$ cat config.mk
export PLATFORM = sky130hd
export DESIGN_NAME = star_motor_driver
export DESIGN_NICKNAME = d
export VERILOG_FILES = /design/src/rtl/star_motor_driver.sv
export SDC_FILE = /design/constraint.sdc
export NUM_CORES = 1
export LEC_CHECK = 0
export BUFFER_PORTS_ARGS = -buffer_cell sky130_fd_sc_hd__buf_2
export CORE_MARGIN = 10
export CORE_UTILIZATION = 36
export CTS_CLUSTER_DIAMETER = 100
export DETAILED_ROUTE_END_ITERATION = 8
export SYNTH_ARGS = -nofsm -noshare
export SYNTH_HDL_FRONTEND = slang
export SYNTH_SLANG_ARGS = --single-unit
$ cat constraint.sdc
create_clock -name i_clk -period 4.4 [get_ports i_clk]
set_clock_uncertainty 0.2 [all_clocks]
set_input_delay 0.66 -clock i_clk [delete_from_list [all_inputs] [get_ports i_clk]]
set_output_delay 0.66 -clock i_clk [all_outputs]
set_load 0.01 [all_outputs]
$ cat src/rtl/star_motor_driver.sv
// Dual-axis DC bridge driver (grill + star): soft-start ramp, dead time, travel timeout.
// Optional macro STAR_INTERLOCK_EN: the star axis may only move while the grill reports fully open.

module star_motor_axis #(
    parameter int          PWM_BITS       = 8,
    parameter int          DUTY_START     = 64,
    parameter int          RAMP_DIV       = 256,
    parameter int          DEAD_CYCLES    = 1000,
    parameter logic [23:0] TIMEOUT_CYCLES = 24'd10_000_000
) (
    input  logic                i_clk,
    input  logic                i_rst_n,
    input  logic [1:0]          cmd,        // {fwd, rev}
    input  logic                permit,
    input  logic                fault_clr,
    input  logic [PWM_BITS-1:0] cnt,
    output logic                pwm,
    output logic                dir,
    output logic                fault,
    output logic                active
);

    typedef enum logic [2:0] {IDLE, RAMP, RUN, DEAD, FAULT} axis_state_e;

    localparam int RAMP_W = $clog2(RAMP_DIV + 1);
    localparam int DEAD_W = $clog2(DEAD_CYCLES + 1);
    localparam logic [PWM_BITS-1:0] DUTY_MAX  = '1;
    localparam logic [PWM_BITS-1:0] DUTY_PRE  = DUTY_MAX - PWM_BITS'(1);
    localparam logic [PWM_BITS-1:0] DUTY_INIT = PWM_BITS'(DUTY_START);
    localparam logic [RAMP_W-1:0]   RAMP_LAST = RAMP_W'(RAMP_DIV - 1);
    localparam logic [DEAD_W-1:0]   DEAD_LAST = DEAD_W'(DEAD_CYCLES - 1);
    localparam logic [23:0]         TO_LAST   = TIMEOUT_CYCLES - 24'd1;

    axis_state_e         state, state_n;
    logic [PWM_BITS-1:0] duty, duty_n;
    logic                dir_r, dir_n;
    logic [RAMP_W-1:0]   ramp_cnt, ramp_n;
    logic [DEAD_W-1:0]   dead_cnt, dead_n;
    logic [23:0]         to_cnt, to_n;
    logic                keep_going;

    // A move continues only while the command still asks for the latched direction.
    assign keep_going = permit && (cmd == {dir_r, ~dir_r});
    assign active     = (state != IDLE);

    always_comb begin
        // NOTE: every next-state signal is defaulted first so no latches are inferred.
        state_n = state;
        duty_n  = duty;
        dir_n   = dir_r;
        ramp_n  = ramp_cnt;
        dead_n  = dead_cnt;
        to_n    = to_cnt;
        case (state)
            IDLE: begin
                duty_n = '0;
                if (permit && (cmd == 2'b10 || cmd == 2'b01)) begin
                    state_n = RAMP;
                    dir_n   = cmd[1];
                    duty_n  = DUTY_INIT;
                    ramp_n  = '0;
                    to_n    = '0;
                end
            end
            RAMP, RUN: begin
                if (to_cnt != '1)
                    to_n = to_cnt + 24'd1;
                if (!keep_going) begin
                    state_n = DEAD;
                    dead_n  = '0;
                    duty_n  = '0;
                end else if (to_cnt == TO_LAST) begin
                    state_n = FAULT;
                    duty_n  = '0;
                end else if (state == RAMP) begin
                    if (duty == DUTY_MAX) begin
                        state_n = RUN;
                    end else if (ramp_cnt == RAMP_LAST) begin
                        ramp_n = '0;
                        duty_n = duty + PWM_BITS'(1);
                        if (duty == DUTY_PRE)
                            state_n = RUN;
                    end else begin
                        ramp_n = ramp_cnt + RAMP_W'(1);
                    end
                end
            end
            DEAD: begin
                if (dead_cnt == DEAD_LAST)
                    state_n = IDLE;
                else
                    dead_n = dead_cnt + DEAD_W'(1);
            end
            FAULT: begin
                if (fault_clr && cmd == 2'b00) begin
                    state_n = DEAD;
                    dead_n  = '0;
                end
            end
            default: state_n = IDLE;
        endcase
    end

    always_ff @(posedge i_clk or negedge i_rst_n) begin
        if (!i_rst_n) begin
            state    <= IDLE;
            duty     <= '0;
            dir_r    <= 1'b0;
            ramp_cnt <= '0;
            dead_cnt <= '0;
            to_cnt   <= '0;
            pwm      <= 1'b0;
            dir      <= 1'b0;
            fault    <= 1'b0;
        end else begin
            // NOTE: non-blocking assignments keep every flop sampling pre-edge values.
            state    <= state_n;
            duty     <= duty_n;
            dir_r    <= dir_n;
            ramp_cnt <= ramp_n;
            dead_cnt <= dead_n;
            to_cnt   <= to_n;
            pwm      <= (state == RAMP || state == RUN) &&
                        ((cnt < duty) || (duty == DUTY_MAX));
            dir      <= dir_r;
            fault    <= (state == FAULT);
        end
    end

endmodule

module star_motor_driver #(
    parameter int          PWM_BITS       = 8,
    parameter int          DUTY_START     = 64,
    parameter int          RAMP_DIV       = 256,
    parameter int          DEAD_CYCLES    = 1000,
    parameter logic [23:0] TIMEOUT_CYCLES = 24'd10_000_000
) (
    input  logic       i_clk,
    input  logic       i_rst_n,
    input  logic [3:0] i_cmd,
    input  logic [1:0] i_grill_pos,
    input  logic       i_fault_clr,
    output logic       o_grill_pwm,
    output logic       o_grill_dir,
    output logic       o_star_pwm,
    output logic       o_star_dir,
    output logic [1:0] o_fault,
    output logic       o_busy
);

    logic [3:0]          r_cmd;
    logic [PWM_BITS-1:0] cnt;
    logic                star_permit;
    logic                grill_active;
    logic                star_active;

`ifdef STAR_INTERLOCK_EN
    assign star_permit = (i_grill_pos == 2'b01);
`else
    logic unused_grill_pos;
    assign unused_grill_pos = ^i_grill_pos;
    assign star_permit      = 1'b1;
`endif

    always_ff @(posedge i_clk or negedge i_rst_n) begin
        if (!i_rst_n) begin
            r_cmd  <= '0;
            cnt    <= '0;
            o_busy <= 1'b0;
        end else begin
            r_cmd  <= i_cmd;
            cnt    <= cnt + PWM_BITS'(1);
            o_busy <= grill_active | star_active;
        end
    end

    star_motor_axis #(
        .PWM_BITS(PWM_BITS), .DUTY_START(DUTY_START), .RAMP_DIV(RAMP_DIV),
        .DEAD_CYCLES(DEAD_CYCLES), .TIMEOUT_CYCLES(TIMEOUT_CYCLES)
    ) u_grill (
        .i_clk(i_clk), .i_rst_n(i_rst_n), .cmd(r_cmd[3:2]), .permit(1'b1),
        .fault_clr(i_fault_clr), .cnt(cnt), .pwm(o_grill_pwm), .dir(o_grill_dir),
        .fault(o_fault[1]), .active(grill_active)
    );

    star_motor_axis #(
        .PWM_BITS(PWM_BITS), .DUTY_START(DUTY_START), .RAMP_DIV(RAMP_DIV),
        .DEAD_CYCLES(DEAD_CYCLES), .TIMEOUT_CYCLES(TIMEOUT_CYCLES)
    ) u_star (
        .i_clk(i_clk), .i_rst_n(i_rst_n), .cmd(r_cmd[1:0]), .permit(star_permit),
        .fault_clr(i_fault_clr), .cnt(cnt), .pwm(o_star_pwm), .dir(o_star_dir),
        .fault(o_fault[0]), .active(star_active)
    );

endmodule

==> reports/metrics.cfg <==
[synthesis]
synth_compound_area_share_pct = 15.9
syn_avg_cell_area_um2 = 9.19
synth.distinct_cells = 80
syn_area_mm2 = 0.00749
synth_top_area_share_pct = 43.1
ys_seq_area_share_pct = 43.1
synth_edf_count = 0
synthFlopType = dfrtp_1
synth_top_family_by_area = simple AND/OR/NAND/NOR gates
yosys.area_share.simple_pct = 26.8
synthAdderAreaFrac_pct = 4.51
synth-seq-cells = 129
yosys.area.top_type = dfrtp_1
synthTopCellsByArea = dfrtp_1 43%, o21ai_0 4.9%, ha_1 4.5%
async_flop_share_pct = 100
yosys_warnings = 0
postSynthCellCount = 815
synth-xor-area-share_pct = 5.26
syn_nets = 851
synth_mux_area_share_pct = 0.886
yosys-top-cells-count = 129 x dfrtp_1, 88 x nor2_1, 73 x o21ai_0
synth_most_common_cell = dfrtp_1

[sta]
tns_ns = 0
slew_headroom_pct = 21.2
fin_hold_ws_ns = 0.0974
tightest_slew_ns = 1.16
hold_viol = 0
rsz0062_at_grt = false
max_freq_ghz = 0.334
fin_crit_sh_pct = 68.0
setup-violations-final = 0
finalMaxSlewViolations = 0
period_needed_ns = 2.99

[detailed_routing]
via_count = 6021
wire_per_inst_um = 14.7
drc = 0
via_per_inst = 5.43
routed_wl_um = 16300
drtIter0Drc = 397
drt.antenna.violating_nets = 0
dr.pass1.iters = 4

[place]
io_buffer_count = 13
gp_congestion = 0.804
place_hpwl_um = 11400
dp.cells = 1076

[pwr]
power_mw = 3.31
p_leak_nw = 3.56
vdd_drop_max_mv = 0.277
p_per_area_mw_per_mm2 = 396

[die]
dieArea_mm2 = 0.0270
die_w_um = 164
die_h_um = 164
ios = 16
core_mm2 = 0.0204
start_util_pct = 36.8
row_count = 52

[worst_setup_path]
setup.worst_path.end_class = flip-flop
rr_endpoint = u_star.to_cnt[15]$_DFFE_PN0P_
critPathRequiredTime_ns = 4.54
crit_cells = 7
cp_max_fo = 15
worstPathArrival_ns = 3.13
slowest_stage = a211oi_2
path_cells = inv_1, ha_1, nor3_1, a211oi_2, nand4_1, or3_1, a21oi_1
worstSetupEndpoint = u_star.to_cnt[15]$_DFFE_PN0P_
worstSetupPathType = reg -> reg
worstSetupStartpointType = flip-flop
worstPathBufferInverterCount = 1
reg2reg_slack_ns = 1.41
r2r-start = r_cmd[1]$_DFF_PN0_
worst_r2r_path_depth = 7
startpoint = r_cmd[1]$_DFF_PN0_
max_stage_delay_ns = 0.74
critPathTopFamily = simple AND/OR/NAND/NOR gates

[global_route]
grt_pass1_wl_um = 28500
grt_max_degree = 85
antenna_found_initial = 0
grt_overflow = 0
grt_usage_pct = 12.9
first_global_vias = 5730

[clock_tree]
clk_pin_slew_ns = 0.06
cts_setup_buffers = 0
cts_buffers = 17
cts_sinks = 129
cts_buffer_depth = 2
tritoncts = yes
clock-root-buffer = clkbuf_16
clock_latency_ns = 0.42
ctsHoldBuffers = 0
htreeDepth = 4
post_cts_resized = 0

[job]
cap_violations = 0

[layout]
drive_gt1_share_pct = 10.4
nNetsFinal = 861
antenna_cells = 0
final_cells = 1108
nFillCells = 2009
post-route-util_pct = 41.0
layout-area-overhead-vs-synth_pct = 11.6

[status]
status = finished clean

[hold_path]
hold_path.class = in -> async

==> kinds of logic (layout without fill, tap and decap cells) <==
| group | count (synthesis) | after routing |
|---|---|---|
| adder cells (fa/ha/maj) | 27 | 27 |
| XOR/XNOR | 45 | 45 |
| multiplexers | 6 | 6 |
| AND/OR/NAND/NOR | 375 | 375 |
| flip-flops | 129 | 129 |
| buffers and inverters | 58 | 81 |
| AO/OA/AOI/OAI | 175 | 175 |
==> through the flow <==
stage | area (µm²) | worst slack, ns
final | 8360 | 1.41
after global routing | 8360 | 1.08
after CTS | 8360 | 1.40
after detailed placement | 7790 | 1.41
after global placement | 7790 | 1.46
after floorplan | 7490 | 2.18
==> placed cells by master (no fill, tap or decap), types with 7 or more instances in the layout <==
cell	instances
a21oi_1	29
a31oi_1	8
and2_1	11
and3_1	25
and4_1	8
buf_2	12
clkbuf_16	17
dfrtp_1	129
ha_1	27
inv_1	31
nand2_1	71
nand3_1	47
nand4_1	32
nor2_1	88
nor2b_1	7
nor3_1	22
nor4_1	7
o21ai_0	73
o31ai_1	16
or3_1	10
xnor2_1	14
xor2_1	31
==> worst min-delay path by stage <==
stage / startpoint / endpoint / slack, ns / cells past startpoint
3_5_place_dp: u_star.dir_r$_DFFE_PN0P_ / u_star.dir$_DFF_PN0_ / 0.28 / 0
3_3_place_gp: u_star.dir_r$_DFFE_PN0P_ / u_star.dir$_DFF_PN0_ / 0.27 / 0
5_1_grt: i_cmd[3] / r_cmd[3]$_DFF_PN0_ / 0.13 / 1
6_report: i_rst_n / u_grill.dead_cnt[5]$_DFFE_PN0P_ / 0.1 / 1
4_1_cts: i_cmd[1] / r_cmd[1]$_DFF_PN0_ / 0.13 / 1
2_1_floorplan: i_rst_n / cnt[0]$_DFF_PN0_ / 0.16 / 0
==> cell type report <==
| cell class | instances | area [µm²] | share of cell area (%) |
|---|---|---|---|
| Tap cell | 270 | 338 | 4.04 |
| Multi-Input combinational cell | 628 | 4000 | 47.9 |
| Timing Repair Buffer | 18 | 109 | 1.30 |
| Sequential cell | 129 | 3230 | 38.6 |
| Clock buffer | 19 | 453 | 5.42 |
| Clock inverter | 13 | 113 | 1.35 |
| Inverter | 31 | 116 | 1.39 |
==> registers in the layout (all words and copies together), names as in the netlist <==
name / flops
cnt: 8
o_busy: 1
r_cmd: 4
u_grill.dead_cnt: 10
u_grill.dir: 1
u_grill.dir_r: 1
u_grill.duty: 8
u_grill.fault: 1
u_grill.pwm: 1
u_grill.ramp_cnt: 9
u_grill.state: 3
u_grill.to_cnt: 24
u_star.dead_cnt: 10
u_star.dir: 1
u_star.dir_r: 1
u_star.duty: 8
u_star.fault: 1
u_star.pwm: 1
u_star.ramp_cnt: 9
u_star.state: 3
u_star.to_cnt: 24
==> per-layer routing <==
metal / wire, µm / track usage (%) / up-vias
met4: 227 / 5.24 / 0
met2: 7290 / 19.3 / 68
li1: - / - / 3007
met3: 393 / 2.50 / 15
met1: 8410 / 17.8 / 2931
met5: 0 / 0 / -
==> where the power goes <==
part	switching (mW)	leakage, nW	internal, mW
Clock	0.541	0.263	0.803
Sequential	0.0918	1.73	1.25
Combinational	0.421	1.56	0.205
Power figures use the tool's default switching activity.
